<file path="src/rtl/vga_timing_gen.sv">
// Raster timing generator with two selectable timing sets, advancing on a pixel clock-enable.
// All outputs are registered and describe the position held in h_q/v_q at the enabled edge.
module vga_timing_gen #(
    parameter int CW         = 11,
    parameter int H_ACTIVE_0 = 640,
    parameter int H_FP_0     = 16,
    parameter int H_SYNC_0   = 96,
    parameter int H_BP_0     = 48,
    parameter int V_ACTIVE_0 = 480,
    parameter int V_FP_0     = 10,
    parameter int V_SYNC_0   = 2,
    parameter int V_BP_0     = 33,
    parameter int H_ACTIVE_1 = 640,
    parameter int H_FP_1     = 24,
    parameter int H_SYNC_1   = 40,
    parameter int H_BP_1     = 128,
    parameter int V_ACTIVE_1 = 480,
    parameter int V_FP_1     = 9,
    parameter int V_SYNC_1   = 3,
    parameter int V_BP_1     = 28,
    parameter bit HS_POL     = 1'b0,
    parameter bit VS_POL     = 1'b0
) (
    input  logic          clk,
    input  logic          rst_n,
    input  logic          pix_ce,
    input  logic          mode_sel,
    output logic          hsync,
    output logic          vsync,
    output logic          de,
    output logic [CW-1:0] x_px,
    output logic [CW-1:0] y_px,
    output logic          line_start,
    output logic          frame_start,
    output logic          vblank_start,
    output logic          active_mode
);

    localparam logic [CW-1:0] HA0  = CW'(H_ACTIVE_0);
    localparam logic [CW-1:0] HSS0 = CW'(H_ACTIVE_0 + H_FP_0);
    localparam logic [CW-1:0] HSE0 = CW'(H_ACTIVE_0 + H_FP_0 + H_SYNC_0);
    localparam logic [CW-1:0] HM0  = CW'(H_ACTIVE_0 + H_FP_0 + H_SYNC_0 + H_BP_0 - 1);
    localparam logic [CW-1:0] VA0  = CW'(V_ACTIVE_0);
    localparam logic [CW-1:0] VSS0 = CW'(V_ACTIVE_0 + V_FP_0);
    localparam logic [CW-1:0] VSE0 = CW'(V_ACTIVE_0 + V_FP_0 + V_SYNC_0);
    localparam logic [CW-1:0] VM0  = CW'(V_ACTIVE_0 + V_FP_0 + V_SYNC_0 + V_BP_0 - 1);
    localparam logic [CW-1:0] HA1  = CW'(H_ACTIVE_1);
    localparam logic [CW-1:0] HSS1 = CW'(H_ACTIVE_1 + H_FP_1);
    localparam logic [CW-1:0] HSE1 = CW'(H_ACTIVE_1 + H_FP_1 + H_SYNC_1);
    localparam logic [CW-1:0] HM1  = CW'(H_ACTIVE_1 + H_FP_1 + H_SYNC_1 + H_BP_1 - 1);
    localparam logic [CW-1:0] VA1  = CW'(V_ACTIVE_1);
    localparam logic [CW-1:0] VSS1 = CW'(V_ACTIVE_1 + V_FP_1);
    localparam logic [CW-1:0] VSE1 = CW'(V_ACTIVE_1 + V_FP_1 + V_SYNC_1);
    localparam logic [CW-1:0] VM1  = CW'(V_ACTIVE_1 + V_FP_1 + V_SYNC_1 + V_BP_1 - 1);
    localparam logic [CW-1:0] ZERO = {CW{1'b0}};
    localparam logic [CW-1:0] ONE  = {{(CW-1){1'b0}}, 1'b1};

    logic [CW-1:0] h_q, v_q, h_d, v_d;
    logic [CW-1:0] x_q, y_q, x_d, y_d;
    logic          mode_q, sel_s, origin_s;
    logic          hs_q, vs_q, de_q, ls_q, fs_q, vb_q;
    logic          hs_d, vs_d, de_d, ls_d, vb_d;
    logic [CW-1:0] ha_s, hss_s, hse_s, hm_s, va_s, vss_s, vse_s, vm_s;

    // Set selection: the (0,0) edge uses the freshly requested set, all others the latched one.
    always_comb begin
        origin_s = (h_q == ZERO) && (v_q == ZERO);
        sel_s    = origin_s ? mode_sel : mode_q;
        if (sel_s) begin
            ha_s = HA1; hss_s = HSS1; hse_s = HSE1; hm_s = HM1;
            va_s = VA1; vss_s = VSS1; vse_s = VSE1; vm_s = VM1;
        end else begin
            ha_s = HA0; hss_s = HSS0; hse_s = HSE0; hm_s = HM0;
            va_s = VA0; vss_s = VSS0; vse_s = VSE0; vm_s = VM0;
        end
    end

    // Decode of the position about to be emitted, plus counter advance.
    always_comb begin
        de_d = (h_q < ha_s) && (v_q < va_s);
        x_d  = de_d ? h_q : ZERO;
        y_d  = de_d ? v_q : ZERO;
        hs_d = ((h_q >= hss_s) && (h_q < hse_s)) ? HS_POL : ~HS_POL;
        vs_d = ((v_q >= vss_s) && (v_q < vse_s)) ? VS_POL : ~VS_POL;
        ls_d = (h_q == ZERO);
        vb_d = (h_q == ZERO) && (v_q == va_s);
        if (h_q == hm_s) begin
            h_d = ZERO;
            v_d = (v_q == vm_s) ? ZERO : v_q + ONE;
        end else begin
            h_d = h_q + ONE;
            v_d = v_q;
        end
    end

    // State and output registers; strobes drop on any edge without pix_ce.
    always_ff @(posedge clk or negedge rst_n) begin
        if (!rst_n) begin
            h_q    <= ZERO;
            v_q    <= ZERO;
            x_q    <= ZERO;
            y_q    <= ZERO;
            de_q   <= 1'b0;
            hs_q   <= ~HS_POL;
            vs_q   <= ~VS_POL;
            ls_q   <= 1'b0;
            fs_q   <= 1'b0;
            vb_q   <= 1'b0;
            mode_q <= 1'b0;
        end else if (pix_ce) begin
            h_q    <= h_d;
            v_q    <= v_d;
            x_q    <= x_d;
            y_q    <= y_d;
            de_q   <= de_d;
            hs_q   <= hs_d;
            vs_q   <= vs_d;
            ls_q   <= ls_d;
            fs_q   <= origin_s;
            vb_q   <= vb_d;
            mode_q <= sel_s;
        end else begin
            ls_q   <= 1'b0;
            fs_q   <= 1'b0;
            vb_q   <= 1'b0;
        end
    end

    assign hsync        = hs_q;
    assign vsync        = vs_q;
    assign de           = de_q;
    assign x_px         = x_q;
    assign y_px         = y_q;
    assign line_start   = ls_q;
    assign frame_start  = fs_q;
    assign vblank_start = vb_q;
    assign active_mode  = mode_q;

endmodule

</file>
<file path="config.mk">
export PLATFORM = sky130hd
export DESIGN_NAME = vga_timing_gen
export DESIGN_NICKNAME = d
export VERILOG_FILES = /design/src/rtl/vga_timing_gen.sv
export SDC_FILE = /design/constraint.sdc
export NUM_CORES = 1
export LEC_CHECK = 0
export ABC_CLOCK_PERIOD_IN_PS = 4500
export CORE_MARGIN = 2
export CORE_UTILIZATION = 40
export DETAILED_ROUTE_END_ITERATION = 16
export SYNTH_ARGS = -nofsm -noshare
export SYNTH_HDL_FRONTEND = slang
export SYNTH_SLANG_ARGS = --single-unit
</file>
<file path="constraint.sdc">
create_clock -name clk -period 4.5 [get_ports clk]
set_input_delay 1.125 -clock clk [delete_from_list [all_inputs] [get_ports clk]]
set_output_delay 1.125 -clock clk [all_outputs]
set_load 0.01 [all_outputs]
</file>
==> results.json, run 1 <==
{
  "status": "complete, no violations",
  "firstDrtPassIters": 4,
  "cts_tree": "built",
  "rows": 28,
  "syn_area_per_cell_um2": 11.0,
  "grt_pass1_vias": 1736,
  "p_sw_w": 0.000267,
  "p_clk_share_pct": 30.7,
  "synthesis.nets": 239,
  "dr_total_vias": 1781,
  "place.port_buffers": 32,
  "grt_overflow": 0,
  "stdcell_area_um2": 2960,
  "grt_start_max_net_pins": 32,
  "insertion_delay_ps": 310,
  "wl_um": 5090,
  "cp.required_ps": 4720,
  "antenna_found_initial": 0,
  "power_switching_share_pct": 28.3,
  "fin_crit_sh_pct": 84.1,
  "hold_path_class": "register to register",
  "cts_inserted_buffers": 5,
  "max_slew.worst_pin.slew_ps": 721,
  "clock-sinks": 51,
  "finClkSkew_ps": 5.99,
  "dieArea_um2": 6880,
  "die_x_um": 82.9,
  "rsz0062_at_grt": "no",
  "track_usage_pct": 15.6,
  "coreArea_um2": 5960,
  "start_kind": "input pin",
  "nNetsFinal": 268,
  "dpl.hpwl_um": 3690,
  "die_y_um": 82.9,
  "arrival_ps": 4010,
  "drc": 0,
  "slew_violations": 0,
  "pwr-share-comb_pct": 12.0,
  "drt_iter0_drc": 94,
  "hold_violations": 0,
  "gp_congestion": 0.831,
  "cts_resized": 0,
  "wire_per_inst_um": 15.3,
  "io_pins": 33,
  "cts-root-buf": "clkbuf_8",
  "ys_seq_elements": 51,
  "post_cts_buffers": 0,
  "period_needed_ps": 3780,
  "viasPerCell": 5.36,
  "ys_seq_area_share_pct": 51.3,
  "ys.flop_type": "dfrtp_1",
  "path_class": "input pin to register",
  "synthCells": 227,
  "n_fill_cell": 567,
  "crit_path_max_fanout": 4,
  "ys_types": 52,
  "yosysWarnings": 0,
  "async_flop_share_pct": 100,
  "max_freq_ghz": 0.264,
  "grt_pass1_wl_um": 8770,
  "intPower_w": 0.000676,
  "final_common_cell": "dfrtp_1",
  "endpoint_kind": "register",
  "placed_area_um2": 2860,
  "setup_ws_ps": 715,
  "cts_buffer_depth": 2,
  "setup_viol": 0,
  "p_seq_share_pct": 57.3,
  "layout_common_cells": "dfrtp_1 (49), clkdlybuf4s50_1 (31), nand2_1 (19), a22o_1 (19), nor2_1 (15)",
  "htree_levels": 2,
  "ctsHoldBuffers": 0,
  "hold_ws_ps": 501,
  "place_worst_setup_slack_ps": 385,
  "synthesis.area_um2": 2490,
  "utilization_pct": 49.7,
  "antenna_cells": 0,
  "slew_headroom_pct": 51.9,
  "peakVddDrop_v": 0.000155,
  "cap_violations": 0,
  "power_density_nw_per_um2": 318,
  "synth_edf_count": 0,
  "drive_above_1_share_pct": 11.7,
  "clkSlewWorstSetupHoldPaths_ps": 90,
  "start_util_pct": 41.8,
  "ant_nets": 0,
  "p_leak_nw": 1.30,
  "fin_tns_setup_ps": 0,
  "area_delta_synth_final_pct": 18.8
}
-- state kept, by name, indices dropped and copies added, names as in the netlist --
name and cells:
hsync 1, x_px 11, line_start 1, de 1, v_q 11, vblank_start 1, vsync 1, y_px 11
frame_start 1, h_q 11, active_mode 1
-- critical path, stage by stage --
cell,delay [ps]
clkdlybuf4s50_1,480
nand2_1,60
or4_1,460
nand2_1,180
ha_1,260
or4_4,560
nor4_4,170
nand4_1,250
or3_1,390
o31ai_1,70
-- cells by family after synthesis --
kind of cell,after synthesis,share of synthesized area [%]
DFF,51,51.3
xor gates and xnor gates,11,3.87
adders and majority gates,8,4.02
muxes,3,1.31
buffers and inverters,24,4.37
and+or+nand+nor,84,19.7
AOI/OAI and AO/OA,46,15.4
-- path summary, 6_finish.rpt --
kind / start / slack [ps] / end / cells after the start
max: mode_sel / 720 / v_q[9] / 10
min: de / 500 / de / 1
max reg2reg: h_q[0] / 740 / v_q[9] / 12
min reg2reg: de / 500 / de / 1
max in group asynchronous: rst_n / 2880 / hsync / 2
min in group asynchronous: rst_n / 840 / x_px[3] / 1
-- Yosys cell counts, types with 2 or more instances --
library cell / n / area share, %
a21oi_1: 4 / 0.80
a22o_1: 19 / 6.7
a31oi_1: 2 / 0.50
and3_1: 4 / 1.0
buf_2: 2 / 0.40
buf_6: 2 / 0.90
clkbuf_1: 8 / 1.2
dfrtp_1: 49 / 49
dfstp_2: 2 / 2.1
ha_1: 8 / 4.0
inv_1: 10 / 1.5
mux2_2: 2 / 0.90
nand2_1: 19 / 2.9
nand2b_1: 4 / 1.0
nand3_1: 10 / 2.0
nand4_1: 4 / 1.0
nor2_1: 15 / 2.3
nor2b_1: 3 / 0.75
nor3_1: 6 / 1.2
nor4_1: 2 / 0.50
o21ai_0: 7 / 1.4
o31ai_1: 3 / 0.90
or3_1: 3 / 0.75
or4_4: 2 / 0.90
xnor2_1: 5 / 1.8
xor2_1: 6 / 2.1
-- metal layers --
metal	track usage, %	vias to the layer above	wire [um]
li1	-	876	-
met1	22.9	856	2660
met2	23.1	41	2150
met3	2.78	8	209
met4	5.37	0	72
met5	0	-	0
-- layout make-up --
class                           count  area (um^2)  share of cell area [%]
Sequential cell                    51         1280                    43.2
Multi-Input combinational cell    152         1100                    37.3
Timing Repair Buffer               35          338                    11.4
Clock buffer                        7         96.3                    3.25
Tap cell                           75         93.8                    3.17
Inverter                           11         41.3                    1.39
Clock inverter                      1         7.51                   0.254
-- power groups by stage --
stage	clock (W)	combinational, W	sequential (W)
floorplan	0	0.0000953	0.000524
global placement	0	0.000112	0.000549
detailed placement	0	0.000114	0.000550
CTS	0.000299	0.000114	0.000540
global route	0.000312	0.000130	0.000547
finish	0.000289	0.000113	0.000540
-- metrics by stage --
step | total power, W | cells
global placement | 0.000661 | 324
detailed placement | 0.000663 | 324
CTS | 0.000953 | 332
global route | 0.000988 | 332
floorplan | 0.000619 | 227
finish | 0.000943 | 332
Note: power is estimated with default switching activity, not from simulation.
==> inputs of run 2 (changes only) <==
--- a/config.mk
+++ b/config.mk
@@ -5,7 +5,7 @@
 export SDC_FILE = /design/constraint.sdc
 export NUM_CORES = 1
 export LEC_CHECK = 0
-export ABC_CLOCK_PERIOD_IN_PS = 4500
+export ABC_CLOCK_PERIOD_IN_PS = 3700
 export CORE_MARGIN = 2
 export CORE_UTILIZATION = 40
 export DETAILED_ROUTE_END_ITERATION = 16
==> constraint.sdc (replaced) <==
create_clock -name clk -period 3.7 [get_ports clk]
set_input_delay 0.925 -clock clk [delete_from_list [all_inputs] [get_ports clk]]
set_output_delay 0.925 -clock clk [all_outputs]
set_load 0.01 [all_outputs]
==> run 2 against run 1 <==
Sequential power increased by 18%; non-clock buffer count is 21 higher; flip-flop and latch count is the same; utilization is 3.7 points higher; critical path depth increased by 4; cell area up 7.4%; highest routed layer unchanged.
==> results.json, run 2 (synthesized netlist as in run 1, its figures left out) <==
{
  "die_x_um": 82.9,
  "multi_input_area_um2": 1130,
  "finClkSkew_ps": 6.86,
  "cts_tree": "built",
  "slowest_stage": "or4_4",
  "hold_ws_ps": 497,
  "grt_pass1_vias": 1934,
  "firstDrtPassIters": 4,
  "grt_start_max_net_pins": 40,
  "peakVddDrop_v": 0.000238,
  "min_to": "de",
  "n_fill_cell": 536,
  "crit_top_cell": "ha_1",
  "antenna_cells": 0,
  "p_leak_nw": 1.43,
  "slew_headroom_pct": 41.8,
  "dieArea_um2": 6880,
  "status": "complete, no violations",
  "start_kind": "register",
  "hold_depth": 1,
  "place.port_buffers": 32,
  "crit_chain": "inv_1 -> ha_1 -> nor4b_4 -> nand3_2 -> buf_4 -> o41ai_4 -> nand2_1 -> ha_1 -> or4_4 -> nor4_4 -> buf_6 -> nand4_4 -> nor3_2 -> xor2_1",
  "grt_overflow": 0,
  "max_freq_ghz": 0.283,
  "period_needed_ps": 3540,
  "cap_violations": 0,
  "rows": 28,
  "drt_iter0_drc": 115,
  "fin_tns_setup_ps": 0,
  "cts-root-buf": "clkbuf_8",
  "coreArea_um2": 5960,
  "insertion_delay_ps": 310,
  "dr_total_vias": 1900,
  "slew_violations": 0,
  "endpoint_kind": "register",
  "grt_pass1_wl_um": 9790,
  "dpl.hpwl_um": 4180,
  "drc": 0,
  "fin_crit_sh_pct": 95.6,
  "ant_nets": 0,
  "io_pins": 33,
  "worst_r2r_endpoint": "v_q[10]",
  "layout_common_cells": "dfrtp_1 (49), clkdlybuf4s50_1 (31), buf_4 (23)",
  "start_util_pct": 41.8,
  "max_slew.worst_pin.slew_ps": 873,
  "setup_viol": 0,
  "regArea_um2": 1280,
  "path_class": "register to register",
  "htree_levels": 2,
  "hold_violations": 0,
  "viasPerCell": 5.38,
  "min_from": "de",
  "r2r.worst_path.cells": 14,
  "antenna_found_initial": 0,
  "totalPowerFinal_w": 0.00130,
  "drive_above_1_share_pct": 19.4,
  "rr_startpoint": "h_q[1]",
  "clkSlewWorstSetupHoldPaths_ps": 90,
  "power_density_nw_per_um2": 408,
  "cp.required_ps": 3930,
  "hold_path_class": "register to register",
  "clock-sinks": 51,
  "wl_um": 5700,
  "wire_per_inst_um": 16.1,
  "cts_buffer_depth": 2,
  "nNetsFinal": 289,
  "track_usage_pct": 17.5,
  "area_delta_synth_final_pct": 27.6,
  "gp_congestion": 0.863,
  "final_common_cell": "dfrtp_1",
  "slowest_delay_ps": 570,
  "worst-r2r-setup-slack_ps": 160,
  "cts_inserted_buffers": 5,
  "arrival_ps": 3770,
  "die_y_um": 82.9,
  "crit_path_max_fanout": 7
}
[run 2: cell types whose count changed in the layout (fill, tap and decap cells not counted), sizes merged]
cell / change
clkbuf: -2
bufinv: +2
buf: +21
[run 2: timing repair]
action / CTS / global route
buffers inserted: 0 / 4
hold buffers: 0 / 0
gates resized for setup: 0 / 5
setup endpoints to repair: 0 / 2
[run 2: final cells by class]
type	count	share of cell area (%)
tap	75	2.95
clock inverter	3	2.13
timing repair buffer	56	15.7
multi-input combinational	152	35.5
sequential	51	40.2
clock buffer	5	2.16
inverter	11	1.30
[run 2: per-stage QoR]
step / area (um^2) / instances / util [%] / setup WS, ps
4_1_cts: 3120 / 349 / 52.4 / 159
5_1_grt: 3180 / 353 / 53.4 / -11.5
3_3_place_gp: 2980 / 341 / 50.1 / -28.9
2_1_floorplan: 2490 / 227 / - / 356
6_report: 3180 / 353 / 53.4 / 164
3_5_place_dp: 2980 / 341 / 50.1 / -57.9
[run 2: critical path, delay by kind of cell (launching register included)]
kind | cells | cell delay, ps
fa+ha+maj | 2 | 470
compound gates | 1 | 310
buf+inv | 3 | 440
flops | 1 | 430
xor+xnor | 1 | 170
simple gates | 7 | 1630
[run 2: where the power goes]
part / switching (W) / internal (W) / leakage (nW)
clock: 0.000187 / 0.000270 / 0.0644
combinational: 0.000116 / 0.0000900 / 0.685
sequential: 0.0000461 / 0.000588 / 0.678
total: 0.000349 / 0.000948 / 1.43
[run 2: worst max-delay path by stage]
stage,startpoint,end,slack (ps)
detailed placement,mode_sel,v_q[9],-60
CTS,h_q[0],v_q[10],160
global route,h_q[1],v_q[10],-10
global placement,mode_sel,v_q[9],-30
floorplan,h_q[0],v_q[9],360
finish,h_q[1],v_q[10],160
[run 2: routing by layer]
| metal | GRT usage, % | part of all wire, % | vias to the layer above |
|---|---|---|---|
| li1 | - | - | 916 |
| met1 | 25.4 | 51 | 946 |
| met2 | 26.4 | 45 | 30 |
| met3 | 3.18 | 2.6 | 8 |
| met4 | 6.11 | 1.6 | 0 |
| met5 | 0 | 0 | - |
